--- config.mk ---
export PLATFORM = sky130hd
export DESIGN_NAME = uart_tx_periph_flat
export DESIGN_NICKNAME = d
export VERILOG_FILES = /design/src/rtl/uart_pkg.sv /design/src/rtl/uart_tx_periph_if.sv /design/src/rtl/uart_baud_gen.sv /design/src/rtl/uart_tx_periph.sv /design/src/flat_wrapper.sv
export SDC_FILE = /design/constraint.sdc
export NUM_CORES = 1
export LEC_CHECK = 0
export CAP_MARGIN = 20
export CORE_MARGIN = 8
export CORE_UTILIZATION = 42
export DETAILED_ROUTE_END_ITERATION = 7
export GPL_ROUTABILITY_DRIVEN = 0
export GPL_TIMING_DRIVEN = 0
export PLACE_DENSITY = 0.76
export SLEW_MARGIN = 20
export SYNTH_ARGS = -nofsm -noshare
export SYNTH_HDL_FRONTEND = slang
export SYNTH_SLANG_ARGS = --single-unit
--- constraint.sdc ---
create_clock -name clk -period 1.75 [get_ports clk]
set_clock_uncertainty 0.2 [all_clocks]
set_input_delay 0.35 -clock clk [delete_from_list [all_inputs] [get_ports clk]]
set_output_delay 0.35 -clock clk [all_outputs]
set_load 0.02 [all_outputs]
--- src/rtl/uart_pkg.sv ---
// Shared types and register map for the UART transmit peripheral.
// The UART_TX_PARITY_EN macro adds the PARITY state and sets the STATUS parity flag.
package uart_pkg;

    typedef enum logic [2:0] {
        ST_IDLE   = 3'd0,
        ST_START  = 3'd1,
        ST_DATA   = 3'd2,
`ifdef UART_TX_PARITY_EN
        ST_PARITY = 3'd3,
`endif
        ST_STOP   = 3'd4
    } state_t;

    localparam logic [3:0] TXDATA_OFF  = 4'h0;
    localparam logic [3:0] STATUS_OFF  = 4'h4;
    localparam logic [3:0] BAUDDIV_OFF = 4'h8;

    localparam int STAT_BUSY = 0;
    localparam int STAT_HOLD = 1;
    localparam int STAT_PAR  = 2;

`ifdef UART_TX_PARITY_EN
    localparam logic PARITY_EN = 1'b1;
`else
    localparam logic PARITY_EN = 1'b0;
`endif

endpackage

--- src/rtl/uart_tx_periph_if.sv ---
// Peripheral load/store bus between the address decoder (master) and the UART (slave).
// Read data is combinational and writes are never backpressured.
interface uart_tx_periph_if #(
    parameter int DW = 32
);
    logic          cs_uart_i;
    logic          we_i;
    logic [DW-1:0] addr_i;
    logic [DW-1:0] data_store_i;
    logic [3:0]    mask_i;
    logic [DW-1:0] data_load_o;

    modport master (
        output cs_uart_i, we_i, addr_i, data_store_i, mask_i,
        input  data_load_o
    );

    modport slave (
        input  cs_uart_i, we_i, addr_i, data_store_i, mask_i,
        output data_load_o
    );
endinterface

--- src/rtl/uart_baud_gen.sv ---
// Bit-period timer: tick on the last of div+1 cycles; div is sampled only at bit boundaries.
// Restart holds the count at zero; no backpressure.
module uart_baud_gen (
    input  logic        clk,
    input  logic        rst_n,
    input  logic        restart,
    input  logic [15:0] div,
    output logic        tick
);
    logic [15:0] r_cnt;
    logic [15:0] r_div;

    // Latching div here makes a mid-frame BAUDDIV write wait for the next bit.
    always_ff @(posedge clk) begin
        if (!rst_n) begin
            r_cnt <= 16'd0;
            r_div <= 16'd0;
        end else if (restart || tick) begin
            r_cnt <= 16'd0;
            r_div <= div;
        end else begin
            r_cnt <= r_cnt + 16'd1;
        end
    end

    assign tick = !restart && (r_cnt == r_div);

endmodule

--- src/rtl/uart_tx_periph.sv ---
// Memory-mapped 8N1 UART transmitter with a one-byte hold register; the UART_TX_PARITY_EN macro adds an even parity bit.
// tx_o falls 2 cycles after a write to an idle block; a TXDATA write to a full hold register is dropped.
module uart_tx_periph
    import uart_pkg::*;
#(
    parameter int          DW          = 32,
    parameter logic [15:0] DEFAULT_DIV = 16'd867
) (
    input  logic             clk,
    input  logic             rst_n,
    uart_tx_periph_if.slave  bus,
    output logic             tx_o,
    output logic             tx_done_o
);
    state_t      r_state;
    state_t      w_state_nxt;
    logic [7:0]  r_hold;
    logic        r_hold_full;
    logic [7:0]  r_shift;
    logic [2:0]  r_idx;
    logic [15:0] r_baud;
    logic        r_tx;
    logic        r_tx_done;

    logic        w_wr;
    logic [1:0]  w_sel;
    logic        w_wr_tx;
    logic        w_wr_baud;
    logic        w_tick;
    logic        w_take;
    logic        w_busy;
    logic        w_line;
    logic        w_done;
    logic [DW-1:0] w_rdata;
    logic        w_unused;

    assign w_wr      = bus.cs_uart_i && bus.we_i;
    assign w_sel     = bus.addr_i[3:2];
    assign w_wr_tx   = w_wr && (w_sel == TXDATA_OFF[3:2]) && bus.mask_i[0];
    assign w_wr_baud = w_wr && (w_sel == BAUDDIV_OFF[3:2]);
    assign w_busy    = (r_state != ST_IDLE);
    assign w_take    = r_hold_full && ((r_state == ST_IDLE) || ((r_state == ST_STOP) && w_tick));
    assign w_unused  = &{1'b0, bus.addr_i[DW-1:4], bus.addr_i[1:0],
                         bus.data_store_i[DW-1:16], bus.mask_i[3:2]};

    uart_baud_gen u_baud (
        .clk     (clk),
        .rst_n   (rst_n),
        .restart (r_state == ST_IDLE),
        .div     (r_baud),
        .tick    (w_tick)
    );

    // A write landing in the same cycle the hold register drains takes the freed slot.
    always_ff @(posedge clk) begin
        if (!rst_n) begin
            r_hold      <= 8'd0;
            r_hold_full <= 1'b0;
            r_baud      <= DEFAULT_DIV;
        end else begin
            if (w_wr_tx && (!r_hold_full || w_take)) begin
                r_hold      <= bus.data_store_i[7:0];
                r_hold_full <= 1'b1;
            end else if (w_take) begin
                r_hold_full <= 1'b0;
            end
            if (w_wr_baud && bus.mask_i[0]) r_baud[7:0]  <= bus.data_store_i[7:0];
            if (w_wr_baud && bus.mask_i[1]) r_baud[15:8] <= bus.data_store_i[15:8];
        end
    end

    always_ff @(posedge clk) begin
        if (!rst_n) begin
            r_shift   <= 8'd0;
            r_idx     <= 3'd0;
            r_tx      <= 1'b1;
            r_tx_done <= 1'b0;
        end else begin
            if (w_take) r_shift <= r_hold;
            if (r_state != ST_DATA) r_idx <= 3'd0;
            else if (w_tick)        r_idx <= r_idx + 3'd1;
            r_tx      <= w_line;
            r_tx_done <= w_done;
        end
    end

    always_ff @(posedge clk) begin
        if (!rst_n) r_state <= ST_IDLE;
        else        r_state <= w_state_nxt;
    end

    always_comb begin
        w_state_nxt = r_state;
        case (r_state)
            ST_IDLE:  if (r_hold_full) w_state_nxt = ST_START;
            ST_START: if (w_tick) w_state_nxt = ST_DATA;
            ST_DATA: begin
                if (w_tick && (r_idx == 3'd7)) begin
`ifdef UART_TX_PARITY_EN
                    w_state_nxt = ST_PARITY;
`else
                    w_state_nxt = ST_STOP;
`endif
                end
            end
`ifdef UART_TX_PARITY_EN
            ST_PARITY: if (w_tick) w_state_nxt = ST_STOP;
`endif
            ST_STOP:  if (w_tick) w_state_nxt = r_hold_full ? ST_START : ST_IDLE;
            default:  w_state_nxt = ST_IDLE;
        endcase
    end

    // Line level for the current state; registered one cycle before reaching tx_o.
    always_comb begin
        w_line = 1'b1;
        w_done = 1'b0;
        case (r_state)
            ST_START:  w_line = 1'b0;
            ST_DATA:   w_line = r_shift[r_idx];
`ifdef UART_TX_PARITY_EN
            ST_PARITY: w_line = ^r_shift;
`endif
            ST_STOP:   w_done = w_tick;
            default:   w_line = 1'b1;
        endcase
    end

    always_comb begin
        w_rdata = '0;
        if (bus.cs_uart_i) begin
            case (w_sel)
                STATUS_OFF[3:2]: begin
                    w_rdata[STAT_BUSY] = w_busy;
                    w_rdata[STAT_HOLD] = r_hold_full;
                    w_rdata[STAT_PAR]  = PARITY_EN;
                end
                BAUDDIV_OFF[3:2]: w_rdata[15:0] = r_baud;
                default:          w_rdata = '0;
            endcase
        end
    end

    assign bus.data_load_o = w_rdata;
    assign tx_o            = r_tx;
    assign tx_done_o       = r_tx_done;

endmodule

--- src/flat_wrapper.sv ---
// flat-port wrapper written by rule: the top's interface ports become plain ports
module uart_tx_periph_flat import uart_pkg::*;
#(
    parameter int          DW          = 32,
    parameter logic [15:0] DEFAULT_DIV = 16'd867
)
  (clk, rst_n, tx_o, tx_done_o, bus_cs_uart_i, bus_we_i, bus_addr_i, bus_data_store_i, bus_mask_i, bus_data_load_o);
  uart_tx_periph_if #(.DW(DW)) bus_i ();
  input  logic clk;
  input  logic rst_n;
  output logic tx_o;
  output logic tx_done_o;
  input wire logic [$bits(bus_i.cs_uart_i)-1:0] bus_cs_uart_i;
  input wire logic [$bits(bus_i.we_i)-1:0] bus_we_i;
  input wire logic [$bits(bus_i.addr_i)-1:0] bus_addr_i;
  input wire logic [$bits(bus_i.data_store_i)-1:0] bus_data_store_i;
  input wire logic [$bits(bus_i.mask_i)-1:0] bus_mask_i;
  output wire logic [$bits(bus_i.data_load_o)-1:0] bus_data_load_o;
  assign bus_i.cs_uart_i = bus_cs_uart_i;
  assign bus_i.we_i = bus_we_i;
  assign bus_i.addr_i = bus_addr_i;
  assign bus_i.data_store_i = bus_data_store_i;
  assign bus_i.mask_i = bus_mask_i;
  assign bus_data_load_o = bus_i.data_load_o;
  uart_tx_periph #(.DW(DW), .DEFAULT_DIV(DEFAULT_DIV)) u_core (.clk(clk), .rst_n(rst_n), .bus(bus_i), .tx_o(tx_o), .tx_done_o(tx_done_o));
endmodule
* After elaboration in Yosys (flattened, before gate mapping)
Index checks and enable logic that the tools add are counted. Widths: inputs -> output; s select.
Storage, ports and cells: bits in registers 73, RAM bits 0, memories kept 0, bits in read-only memories 0, bits of input ports 72, output and inout bits 34, word-level logic and storage cells 65, bits in latches 0
Operators by class: $lt $le $gt $ge 1, multiply operators 0, bitwise operators 1, reductions and logical operators 24, eq/ne operators 12, divide/modulo/power cells 0, shift operators 0, $add $sub $neg 2, mux-type cells 14
Operators by type and width (count):
- $add 16x1->16 const B | 1
- $eq 16x16->1 | 1
- $mux 16 | 1
- $mux 13 | 1
- $mux 3 | 4
- $pmux 3 s4 | 1
- $logic_and 1x1->1 | 11
- $eq 3x3->1 const B | 2
- $pmux 3 s2 | 1
- $lt 3x4->1 const B | 1
- $mux 1 | 4
- $ne 2x1->1 const B | 2
- $ne 2x2->1 const B | 2
- $reduce_and 4->1 | 1
- $reduce_or 2->1 | 2
- $add 3x1->3 const B | 1
- $bmux 1 s3 | 1
- $eq 3x1->1 const B | 1
- $eq 3x2->1 const B | 1
- $logic_not 3->1 | 1
- $logic_or 1x1->1 | 3
- $ne 3x2->1 const B | 1
- $reduce_bool 3->1 | 1
- $eq 2x1->1 const B | 1
- other kinds (7) | 8

* Logic depth before layout (Yosys ltp)
depth in word-level cells 9, mapped depth 8, gate-level depth less buffers 6

* Modules after synthesis
A second synthesis with hierarchy kept.
Second synthesis, totals: cell total of the unflattened synthesis 400, area total of the unflattened synthesis 3667.3 um^2
By module, submodules not included:
- uart_tx_periph | area each 2095.8 um^2, instances 1, cells an instance 231, sequential area each 820.8 um^2
- uart_baud_gen | area each 1571.5 um^2, instances 1, cells an instance 169, sequential area each 640.6 um^2

* Worst setup path after synthesis
No wires, ideal clock.
path type register to register, start point register u_core.u_baud.r_cnt[6], end point register u_core.u_baud.r_div[7], period minus slack after synthesis 1.841 ns, cell stages (with the launch flop) 8, data required time 1.418 ns, arrival time 1.508 ns, setup slack -0.091 ns, path buffers 2, cell sequence dfxtp_1 -> xor2_1 -> nor4_2 -> nand4_2 -> buf_2 -> buf_2 -> nand3_1 -> a21oi_1
Between the ends: cells in the longest elaborated chain, start to end 3
Ends and longest elaborated chain:
- start, declared | RTL line uart_baud_gen.sv:10 | logic [15:0] r_cnt;
- start signal, assigned | RTL line uart_baud_gen.sv:22 | r_cnt <= r_cnt + 16'd1;
- $eq 16x16->1 | RTL line uart_baud_gen.sv:26 | assign tick = !restart && (r_cnt == r_div);
- $logic_and 1x1->1 | RTL line uart_baud_gen.sv:26
- $logic_or 1x1->1 | RTL line uart_baud_gen.sv:18 | end else if (restart || tick) begin
- end signal, assigned | RTL line uart_baud_gen.sv:20 | r_div <= div;
- end, declared | RTL line uart_baud_gen.sv:11 | logic [15:0] r_div;
Every way passes these cells. A chain may end at the register's enable or synchronous reset.

* Worst setup path after layout
start point register u_core.u_baud.r_div[2], end point register u_core.r_shift[7]
Between the ends: cells in the longest elaborated chain, start to end 5
Ends and longest elaborated chain:
- $eq 16x16->1 | RTL line uart_baud_gen.sv:26
- $logic_and 1x1->1 | RTL line uart_baud_gen.sv:26
- $logic_and 1x1->1 | RTL line uart_tx_periph.sv:42 | assign w_take = r_hold_full && ((r_state == ST_IDLE) || ((r_state == ST_STOP) && w_tick));
- $logic_or 1x1->1 | RTL line uart_tx_periph.sv:42
- $logic_and 1x1->1 | RTL line uart_tx_periph.sv:42
- end signal, assigned | RTL line uart_tx_periph.sv:79 | if (w_take) r_shift <= r_hold;
- end, declared | RTL line uart_tx_periph.sv:19 | logic [7:0] r_shift;
Every way passes these cells.

==> flow_summary_export.csv <==
group,metric,value,unit
synthesis,synthTopCellsByArea,"dfxtp_1 (42%), nand2_1 (7.3%), xor2_1 (5.8%), mux2i_1 (4.6%), nand3_1 (4.3%)",
detailed_routing,routed_wl,9800,µm
detailed_routing,wl_per_cell,16.4,µm
synthesis,synth_edf_count,0,
grt,grt_pass1_vias,3147,
sta,hold_viol,0,
synthesis,yosys_warnings,0,
run,cap_violations,0,
final_layout,seq_area,1510,µm²
grt,antenna_found_initial,0,
sta,finalCritPeriodShare,117,%
place,hpwl,6060,µm
outcome,status,"complete, but fails checks",
clocking,numCtsBuffers,9,
sta,worst_hold_slack,0.262,ns
synthesis,syn_area,3450,µm²
detailed_routing,drc,0,
detailed_routing,ant_nets,0,
grt,overflow,0,
clocking,holdBufCountCts,0,
synthesis,synth_ff_type,"dfxtp_1",
power_and_ir_drop,total_power,3.75,mW
power_and_ir_drop,p_per_area,741,nW/µm²
place,portBuffers,40,
synthesis,synth-seq-area-share,42.3,%
detailed_routing,via_per_inst,5.26,
clocking,worstSkewPairLatency,0.35,ns
critical_path,endpoint_kind,"register",
synthesis,synth_seq_cells,73,
critical_path,critPathBufInv,2,
floorplan,core.rowCount,33,
final_layout,layout_common_cells,"nand2_1 (66), dfxtp_1 (47), buf_4 (31)",
final_layout,layout-drive-gt1-share,38.9,%
grt,grt_usage,16.7,%
floorplan,ios,106,
critical_path,worstSetupStartpointType,"register",
synthesis,synth_compound_area_share,9.24,%
clocking,clock-sinks,73,
synthesis,synthAdderAreaFrac,2.17,%
critical_path,reg2regPathDepth,7,
sta,tightest_slew,0.704,ns
clocking,cts_tree,"built",
floorplan,die_x,107,µm
final_layout,fin_area,5060,µm²
critical_path,path_cells,"xor2_4 -> nor4_4 -> and4_1 -> buf_6 -> o211ai_4 -> buf_12 -> mux2i_1",
place,dpl_cell_area,4110,µm²
final_layout,antenna_cells,0,
sta,period_needed,2.06,ns
place,post-place-ws,-1.12,ns
sta,setup_viol,57,
sta,slew_headroom,53.1,%
power_and_ir_drop,leakage,2.01,nW
critical_path,slowest_delay,0.36,ns
power_and_ir_drop,ir_drop,505,µV
critical_path,path_depth,7,
synthesis,ys_async_sr_fraction,0,%
floorplan,start_util,42.7,%
critical_path,critical_path.max_fanout,8,
synthesis,yosysTopAreaCell,"dfxtp_1",
synthesis,synthSimpleGateAreaFrac,24.1,%
clocking,htreeDepth,3,
hold_path,min_path_type,"in2reg",
floorplan,dieHeight,107,µm
critical_path,required,1.78,ns
floorplan,die-area,11400,µm²
synthesis,synth_top_area_share,42.3,%
critical_path,crit_slowest_cell,"dfxtp_2",
synthesis,syn_inst,399,
detailed_routing,first_pass_iters,4,
hold_path,whs_path_depth,3,
final_layout,nets,567,
sta,finalMaxSlewViolations,0,
clocking,cts_root_buf,"clkbuf_8",
grt,grt_start_max_net_pins,13,
clocking,cts_max_path_buffers,2,
sta,fmax,0.487,GHz
synthesis,synth_top_family_by_area,"simple AND/OR/NAND/NOR gates",
detailed_routing,drtIter0Drc,132,
detailed_routing,vias,3143,
synthesis,yosys.area_share.xor_xnor,7.86,%
grt,grt_pass1_wl,15500,µm
floorplan,core_area,8090,µm²
critical_path,worstSetupPathType,"reg2reg",
final_layout,fillers,619,
synthesis,yosysUniqueCellTypes,40,
final_layout,multiInputGateArea,2160,µm²
synthesis,synthMuxAreaShare,6.37,%
synthesis,syn_area_per_cell,8.66,µm²
sta,rsz0062_at_grt,"true",
critical_path,critPathArrivalTime,2.09,ns
critical_path,critical_path.top_delay_family,"simple AND/OR/NAND/NOR gates",
sta,fin_ws,-0.305,ns
final_layout,area_growth,46.5,%
sta,fin_setup_tns,-12.92,ns
outcome,violations,"setup timing",
final_layout,layout_commonest_cell,"nand2_1",
clocking,clk_pin_slew_worst_paths,0.07,ns
-- metrics by stage --
step           util (%)  instances
6_report           62.5        598
5_1_grt            62.5        598
4_1_cts            59.9        592
3_5_place_dp       50.8        559
3_3_place_gp       50.8        559
2_1_floorplan         -        414
-- synthesized netlist by cell type, types with 2 or more instances --
library cell  number
buf_4             16
o21ai_0           16
nand3_1           30
and3_1            14
buf_2              4
nor4_2             4
mux4_2             2
nand4_1            6
nor3_1             2
nor2b_1            2
xor2_1            23
and4_1             5
xnor2_1            8
a22oi_1            2
mux2i_1           16
nor2_1            27
a211oi_1           2
ha_1               6
buf_6              4
clkbuf_1          15
a21oi_1           29
inv_1              7
o21a_1             2
or3_1              3
nand2_1           67
dfxtp_1           73
-- sequential cells by signal (all words and copies together) (netlist names) --
register / count
u_core.tx_o: 1
u_core.u_baud.r_div: 16
u_core.u_baud.r_cnt: 16
u_core.r_shift: 8
u_core.r_hold_full: 1
u_core.r_state: 3
u_core.r_baud: 16
u_core.r_hold: 8
u_core.r_idx: 3
u_core.tx_done_o: 1
-- final cells by class --
type,instances,share of cell area (%)
clock buffer,10,2.52
inverter,7,0.618
clock inverter,5,2.55
sequential,73,29.9
timing repair buffer,67,13.4
buffer,37,5.83
tap,105,2.60
multi-input combinational,294,42.6
-- worst min-delay path, delay by kind of cell --
kind,cells,cell delay (ns)
buffers and inverters,1,0.20
muxes,1,0.06
and+or+nand+nor,1,0.14
-- metal layers --
metal / global-route usage, % / routed length, µm
met5: 0 / 0
met4: 10.6 / 221
met3: 2.88 / 575
met2: 28.8 / 5080
met1: 18.7 / 3920
-- logic make-up (layout without fill, tap and decap cells) --
group	after synthesis	after routing
AO/OA/AOI/OAI	55	55
XOR/XNOR	31	31
adder cells (fa/ha/maj)	6	6
buffers and inverters	47	126
flip-flops	73	73
multiplexers	19	19
other	1	16
AND/OR/NAND/NOR	167	167
-- power breakdown --
group          switching (mW)  leakage, nW  total, mW  internal, mW
clock network           0.625        0.127       1.71          1.09
logic                   0.176         1.28      0.347         0.171
registers              0.0216        0.606       1.69          1.67
-- final timing paths --
kind,startpoint,to,slack [ns]
worst min register to register,u_core.r_shift[5]$_SDFFE_PN0P_,u_core.r_shift[5]$_SDFFE_PN0P_,0.26
worst min-delay path,rst_n,u_core.r_shift[0]$_SDFFE_PN0P_,0.26
worst max register to register,u_core.u_baud.r_div[2]$_SDFFE_PN0P_,u_core.r_shift[7]$_SDFFE_PN0P_,-0.31
worst max-delay path,u_core.u_baud.r_div[2]$_SDFFE_PN0P_,u_core.r_shift[7]$_SDFFE_PN0P_,-0.31
-- repair_timing --
item,in CTS,in global routing
gates resized for setup,194,53
setup buffers,11,7
pin swaps,42,11
endpoints found under the setup margin,91,73
cloned,9,0
(Power assumes the default switching activity.)
